==> config.mk <==
export PLATFORM = sky130hd
export DESIGN_NAME = cla_serial_adder_ctrl
export DESIGN_NICKNAME = d
export VERILOG_FILES = /design/src/rtl/cla_serial_adder_ctrl.sv
export SDC_FILE = /design/constraint.sdc
export NUM_CORES = 1
export LEC_CHECK = 0
export CORE_ASPECT_RATIO = 1.5
export CORE_MARGIN = 5
export CORE_UTILIZATION = 50
export CTS_CLUSTER_DIAMETER = 80
export DETAILED_ROUTE_END_ITERATION = 6
export PLACE_DENSITY = 0.79
export SYNTH_ARGS = -nofsm -noshare
export SYNTH_HDL_FRONTEND = slang
export SYNTH_SLANG_ARGS = --single-unit
export TNS_END_PERCENT = 1
==> constraint.sdc <==
create_clock -name clk -period 3 [get_ports clk]
set_clock_uncertainty 0.1 [all_clocks]
set_input_delay 0.3 -clock clk [delete_from_list [all_inputs] [get_ports clk]]
set_output_delay 0.3 -clock clk [all_outputs]
set_load 0.1 [all_outputs]
==> src/rtl/cla_serial_adder_ctrl.sv <==
// rtl/cla_serial_adder_ctrl.sv - digit-serial wide adder over a 3-bit carry-lookahead slice
module cla_serial_adder_ctrl #(
   parameter int WIDTH = 12,
   parameter int SLICE = 3
) (
   input  logic             clk,
   input  logic             rst,
   input  logic             start_valid,
   output logic             start_ready,
   input  logic [WIDTH-1:0] a,
   input  logic [WIDTH-1:0] b,
   input  logic             cin,
   output logic             busy,
   output logic             done_valid,
   input  logic             done_ready,
   output logic [WIDTH:0]   sum
);

   localparam int N  = WIDTH / SLICE;
   localparam int KW = (N > 1) ? $clog2(N) : 1;

   typedef enum logic [1:0] {IDLE, RUN, DONE} state_t;

   state_t           state_q;
   logic [KW-1:0]    k_q;
   logic             carry_q;
   logic [WIDTH-1:0] a_q;
   logic [WIDTH-1:0] b_q;
   logic [WIDTH:0]   sum_q;
   logic             start_ready_q;
   logic             busy_q;
   logic             done_valid_q;

   int               base;
   logic [SLICE-1:0] slice_a;
   logic [SLICE-1:0] slice_b;
   logic [SLICE:0]   slice_d;

   // Returns {carry_out, sum[2:0]} using generate/propagate lookahead.
   function automatic logic [3:0] cla3(input logic [2:0] x, input logic [2:0] y, input logic ci);
      logic [2:0] g;
      logic [2:0] p;
      logic       c1;
      logic       c2;
      logic       c3;
      g  = x & y;
      p  = x ^ y;
      c1 = g[0] | (p[0] & ci);
      c2 = g[1] | (p[1] & g[0]) | (p[1] & p[0] & ci);
      c3 = g[2] | (p[2] & g[1]) | (p[2] & p[1] & g[0]) | (p[2] & p[1] & p[0] & ci);
      return {c3, p ^ {c2, c1, ci}};
   endfunction

   always_comb begin
      base    = int'(k_q) * SLICE;
      slice_a = a_q[base +: SLICE];
      slice_b = b_q[base +: SLICE];
      slice_d = cla3(slice_a, slice_b, carry_q);
   end

   always_ff @(posedge clk) begin
      if (rst) begin
         state_q       <= IDLE;
         k_q           <= '0;
         carry_q       <= 1'b0;
         a_q           <= '0;
         b_q           <= '0;
         sum_q         <= '0;
         start_ready_q <= 1'b1;
         busy_q        <= 1'b0;
         done_valid_q  <= 1'b0;
      end else begin
         case (state_q)
            IDLE: begin
               // sum_q deliberately keeps the previous result until overwritten
               if (start_valid) begin
                  a_q           <= a;
                  b_q           <= b;
                  carry_q       <= cin;
                  k_q           <= '0;
                  state_q       <= RUN;
                  start_ready_q <= 1'b0;
                  busy_q        <= 1'b1;
               end
            end
            RUN: begin
               sum_q[base +: SLICE] <= slice_d[SLICE-1:0];
               carry_q              <= slice_d[SLICE];
               if (k_q == KW'(N - 1)) begin
                  sum_q[WIDTH] <= slice_d[SLICE];
                  state_q      <= DONE;
                  busy_q       <= 1'b0;
                  done_valid_q <= 1'b1;
               end else begin
                  k_q <= k_q + KW'(1);
               end
            end
            DONE: begin
               if (done_ready) begin
                  state_q       <= IDLE;
                  done_valid_q  <= 1'b0;
                  start_ready_q <= 1'b1;
               end
            end
            default: begin
               state_q       <= IDLE;
               start_ready_q <= 1'b1;
               busy_q        <= 1'b0;
               done_valid_q  <= 1'b0;
            end
         endcase
      end
   end

   assign start_ready = start_ready_q;
   assign busy        = busy_q;
   assign done_valid  = done_valid_q;
   assign sum         = sum_q;

endmodule

## After elaboration in Yosys (flattened, before gate mapping)

Cells that the tools add are included.

- Bits in registers: 45
- Input bits: 29
- Output and inout port bits: 16
- Logic and storage cells: 73

- Add/subtract/negate cells: 2
- Multiply operators: 1
- Eq/ne operators: 7
- Shifts and indexed selects: 4
- Mux-type cells: 20
- Bitwise operators: 21
- Reductions and logical operators: 9

Operators by type and width:

| operator | count |
|---|---|
| negator 4 -> 33 bit | 1 |
| variable shift 3 x 33 -> 13 bit (first input constant) | 1 |
| indexed part select 3 x 33 -> 13 bit | 1 |
| indexed part select 12 x 5 -> 3 bit | 2 |
| AND reduction 3 bit | 5 |
| bitwise mux 13 bit | 1 |
| 2-to-1 mux 2 bit | 5 |
| AND 1 bit | 9 |
| one-hot mux 1 bit (3 select lines) | 3 |
| 2-to-1 mux 1 bit | 8 |
| != test 2 bit (second input constant) | 4 |
| bitwise OR 1 bit | 6 |
| one-hot mux 2 bit (3 select lines) | 1 |
| bitwise XOR 3 bit | 2 |
| equality test 2 bit (second input constant) | 2 |
| multiplier 2 x 2 -> 4 bit (second input constant) | 1 |
| one-hot mux 2 bit (2 select lines) | 1 |
| AND reduction 2 bit | 2 |
| AND 3 bit | 1 |
| NOT 1 bit | 3 |
| adder 2 x 1 -> 2 bit (second input constant) | 1 |
| equality test 2 x 1 -> 1 bit (second input constant) | 1 |
| zero test 2 bit | 1 |
| one-hot mux 1 bit (2 select lines) | 1 |
| nonzero test 2 bit | 1 |

## Longest topological paths before layout

- Depth after elaboration: 10
- Depth in mapped cells: 7
- Gate-level depth less buffers: 6

## Least setup slack after synthesis

Ideal clock, no wire load.

- Kind: register to register
- From: register k_q[0]
- To: register sum_q[4], in the netlist sum[4]
- Library setup time: 0.071 ns
- Arrival: 2.234 ns
- Data required time: 2.829 ns
- Slack: 0.595 ns
- Stages on the path, launching flop included: 7
- Path buffers: 1
- Clock period less this slack: 2.405 ns
- Cell sequence: dfxtp_1 buf_4 mux4_2 fa_1 xor2_1 or3b_1 a21oi_1

- Longest elaborated chain between the ends: 9
- Elaborated cells between the ends (all ways): 17
- Classes of those cells: 1 x add/sub; 1 x mul; 4 x shift; 1 x mux; 10 x bitwise

RTL lines:

| item | line | RTL |
|---|---|---|
| start, declared | 25 | `logic [KW-1:0] k_q;` |
| start signal, assigned | 95 | `k_q <= k_q + KW'(1);` |
| multiplier 2 x 2 -> 4 bit (*) | 55 | `base = int'(k_q) * SLICE;` |
| indexed part select 12 x 5 -> 3 bit, on equally long branches | 56, 57 |  |
| bitwise XOR 3 bit or AND 3 bit (tied branches) | 47, 46 |  |
| AND 1 bit | 49 | `c2 = g[1] \| (p[1] & g[0]) \| (p[1] & p[0] & ci);` |
| bitwise OR 1 bit or AND 1 bit (tied branches) | 49 |  |
| bitwise OR 1 bit | 49 |  |
| bitwise XOR 3 bit | 51 | `return {c3, p ^ {c2, c1, ci}};` |
| indexed part select 3 x 33 -> 13 bit | 87 | `sum_q[base +: SLICE] <= slice_d[SLICE-1:0];` |
| bitwise mux 13 bit (*) | 87 |  |
| end signal, assigned by index | 87 |  |
| end signal, assigned by index | 90 | `sum_q[WIDTH] <= slice_d[SLICE];` |
| end, declared | 29 | `logic [WIDTH:0] sum_q;` |

Mark *: on every way between the ends. The rest lies on a longest branch, timed or not.
A chain may end at the register's enable or synchronous reset.

## Worst setup path in the final report

Ends and elaborated chain as after synthesis.

==> metrics.md <==
| Metric | Value |
|---|---|
| H-tree levels | `2` |
| Synth Instances | `about 230` |
| Post_cts resized | `0` |
| Synth top area share | `42.9%` |
| Crit. End Element | `flop` |
| Dpl hpwl | `between 3000 and 4000 µm` |
| Critical setup path kind | `reg -> reg` |
| Antenna violations before repair | `0` |
| Largest net degree at the start of global routing | `28` |
| CP max stage cell | `mux4_2` |
| Synth area leaders | `dfxtp_1, nand2_1, a21oi_1` |
| Slew @ Worst Pin | `between 0.7 and 0.8 ns` |
| Total CTS buffers | `5` |
| Vias per cell | `approximately 5.3` |
| Vias in the first global route | `around 1600` |
| Grt met2 use | `a little under a third` |
| Cell type with the largest total area after synthesis | `dfxtp_1` |
| Synth Area in XOR/XNOR | `less than 1%` |
| Post-synthesis mux area share | `approximately 6.4%` |
| Final wirelength | `between 4000 and 5000 µm` |
| DRC | `0` |
| Syn Area/Cell | `roughly 9 µm²` |
| Clk buf depth | `2` |
| ANT cells | `0` |
| Most Used Layer, Global Route | `met2` |
| Final instance area | `between 2000 and 3000 µm²` |
| Final GP Congestion | `just under 0.8` |
| CP cell instances | `mux4_2 -> fa_1 -> xor2_1 -> or3b_1 -> a21oi_1` |
| Slew headroom | `around half` |
| Syn Nets | `~270` |
| DR vias | `1716` |
| Overall Global Routing Usage | `16.2%` |
| Util after Layout | `63.3%` |
| Critical Path Max Stage Delay | `0.60 ns` |
| Clk sinks | `45` |
| Hold Crit Class | `reg -> reg` |
| Mapped cell area | `around 2100 µm²` |
| Yosys warnings | `0` |
| Most frequent cells in the layout | `nand2_1, dfxtp_1, a21oi_1, clkdlybuf4s50_1, nor2_1` |
| Critical Path Source Type | `flop` |
| Compound-Gate Fraction of Synth Area | `between 15 and 20%` |
| Adder-cell share of the synthesized area | `6.32%` |
| Final TNS setup | `0 ns` |
| Slew Viols, Final | `0` |
| Initial core utilization | `between 50% and 60%` |
| Fraction of layout instances using a drive strength above 1 | `14.9%` |
| Worst R2R Setup Slack | `0.31 ns` |
| Final setup vio count | `0` |
| Total of max-cap violations | `0` |
| Routed WL per cell | `roughly 14 µm` |
| Worst hold margin | `about 0.36 ns` |
| Minimum clock period | `around 2.7 ns` |
| Root buf cell | `clkbuf_8` |
| Placeable core area | `4140 µm²` |
| Post-route insts no fill | `321` |
| Distinct cells, synth | `35` |
| Post-CTS Setup Bufs | `0` |
| Crit-path max FO | `8` |
| VDD IR max | `roughly 0.43 mV` |
| Pwr per Cell Area | `~520 nW/µm²` |
| Commonest non-fill, non-tap cell in the layout | `nand2_1` |
| Fin. Hold Viols | `0` |
| Total global routing overflow | `0` |
| Crit path DAT | `~2.8 ns` |
| Area growth syn-to-layout | `24.7%` |
| Die span in x | `62.9 µm` |
| Antenna-violating nets left | `0` |
| Rows | `29` |
| DRT Pass-1 Iters | `4` |
| CTS tree | `done` |
| DIE AREA | `~5600 µm²` |
| # IOs | `45` |
| Hold_buf cts | `0` |
| Cells after DPL | `313` |
| # nets final | `approximately 310` |
| #FFs+latches synth | `45` |
| Largest family of logic cells by synthesized area | `simple AND/OR/NAND/NOR gates` |
| Sequential fraction of the synthesis area | `~43%` |
| Clock slew at reported path FFs | `0.08 ns` |
| Status | `complete, no violations` |
| PortBufs | `44` |
| RSZ-0062 raised after global routing | `false` |
| Fin crit share | `about nine tenths` |
| Die H | `approximately 89 µm` |
| Met1 usage in global routing | `between 10% and 20%` |
| First DRT Iteration DRCs | `70` |
| Max Fclk | `371 MHz` |
| Post-DP Area | `2500 µm²` |
| P_leak | `about 0.0011 µW` |
| Worst EP required | `about 3.1 ns` |
| First-pass GRT wire length | `just over 7000 µm` |
| GR Util met3 | `between 3 and 4%` |
| Filler cell count | `approximately 370` |
| Synth Area in Simple Gates | `between 20 and 25%` |
| Clock latency on the worst-skew pair | `about 0.30 ns` |
per-layer routing:
layer,part of all wire (%),wire length (µm)
met1,37,1640
met2,55,2450
met5,0,0
met4,2.9,128
met3,4.8,213
kinds of logic after synthesis:
family,after synthesis
xor gates and xnor gates,1
AOI/OAI and AO/OA,56
adders and majority gates,10
DFF,45
and+or+nand+nor,96
buffers and inverters,19
muxes,6
cell type report:
cell class              count  area [µm²]  share of cell area (%)
inverters                   5        18.8                   0.717
repair buffers             48         430                    16.4
well taps                  46        57.6                    2.20
clock inverters             2        37.5                    1.43
clock buffers               6        82.6                    3.15
multi-input cells         169        1090                    41.6
flip-flops and latches     45         901                    34.4
worst paths after layout:
check | cells past startpoint | to | start
hold reg to reg | 2 | b_q[8] | b_q[8]
setup reg to reg | 5 | sum[4] | k_q[0]
setup / recovery | 5 | sum[4] | k_q[0]
hold / removal | 2 | b_q[8] | b_q[8]
worst max-delay path: cells and delay by family, from the launching register on:
kind	cells	cell delay, ns
simple gates	1	0.39
xor+xnor	1	0.39
flops	1	0.58
mux	1	0.60
compound gates	1	0.14
fa+ha+maj	1	0.43
metrics by stage:
| step | setup slack (ns) | total power (µW) |
|---|---|---|
| floorplan | 0.595 | 825 |
| global placement | 0.410 | 893 |
| detailed placement | 0.329 | 898 |
| CTS | 0.306 | 1370 |
| global route | 0.116 | 1410 |
| finish | 0.307 | 1360 |
cells in the mapped netlist:
library cell / count
a211oi_1: 2
nor2_1: 24
nand3b_1: 2
or3b_1: 1
nand3b_4: 2
o21bai_1: 2
nor3b_4: 1
o21ai_1: 1
a32oi_1: 4
buf_2: 3
nor2b_1: 1
nor4b_1: 1
inv_2: 1
or2_1: 2
clkbuf_1: 6
a22oi_1: 8
mux4_2: 6
buf_6: 4
nor3_1: 1
fa_1: 1
and2b_1: 1
ha_1: 9
nand2_1: 54
nand2b_1: 2
nor4_4: 1
o21ai_0: 2
buf_4: 1
inv_1: 4
xor2_1: 1
a21oi_1: 35
nor4b_2: 1
dfxtp_1: 45
nor3b_2: 1
a31oi_1: 2
and4_1: 1
where the power goes:
group / leakage, µW / internal [µW] / switching [µW]
combinational: 0.000638 / 99.7 / 136
clock: 0.0000574 / 271 / 202
sequential: 0.000368 / 626 / 22.1
flip-flops by register name (all words and copies together), names as in the netlist:
name / cells
sum: 13
a_q: 12
b_q: 12
k_q: 2
state_q: 2
busy: 1
carry_q: 1
done_valid: 1
start_ready: 1
(Power assumes the default switching activity.)
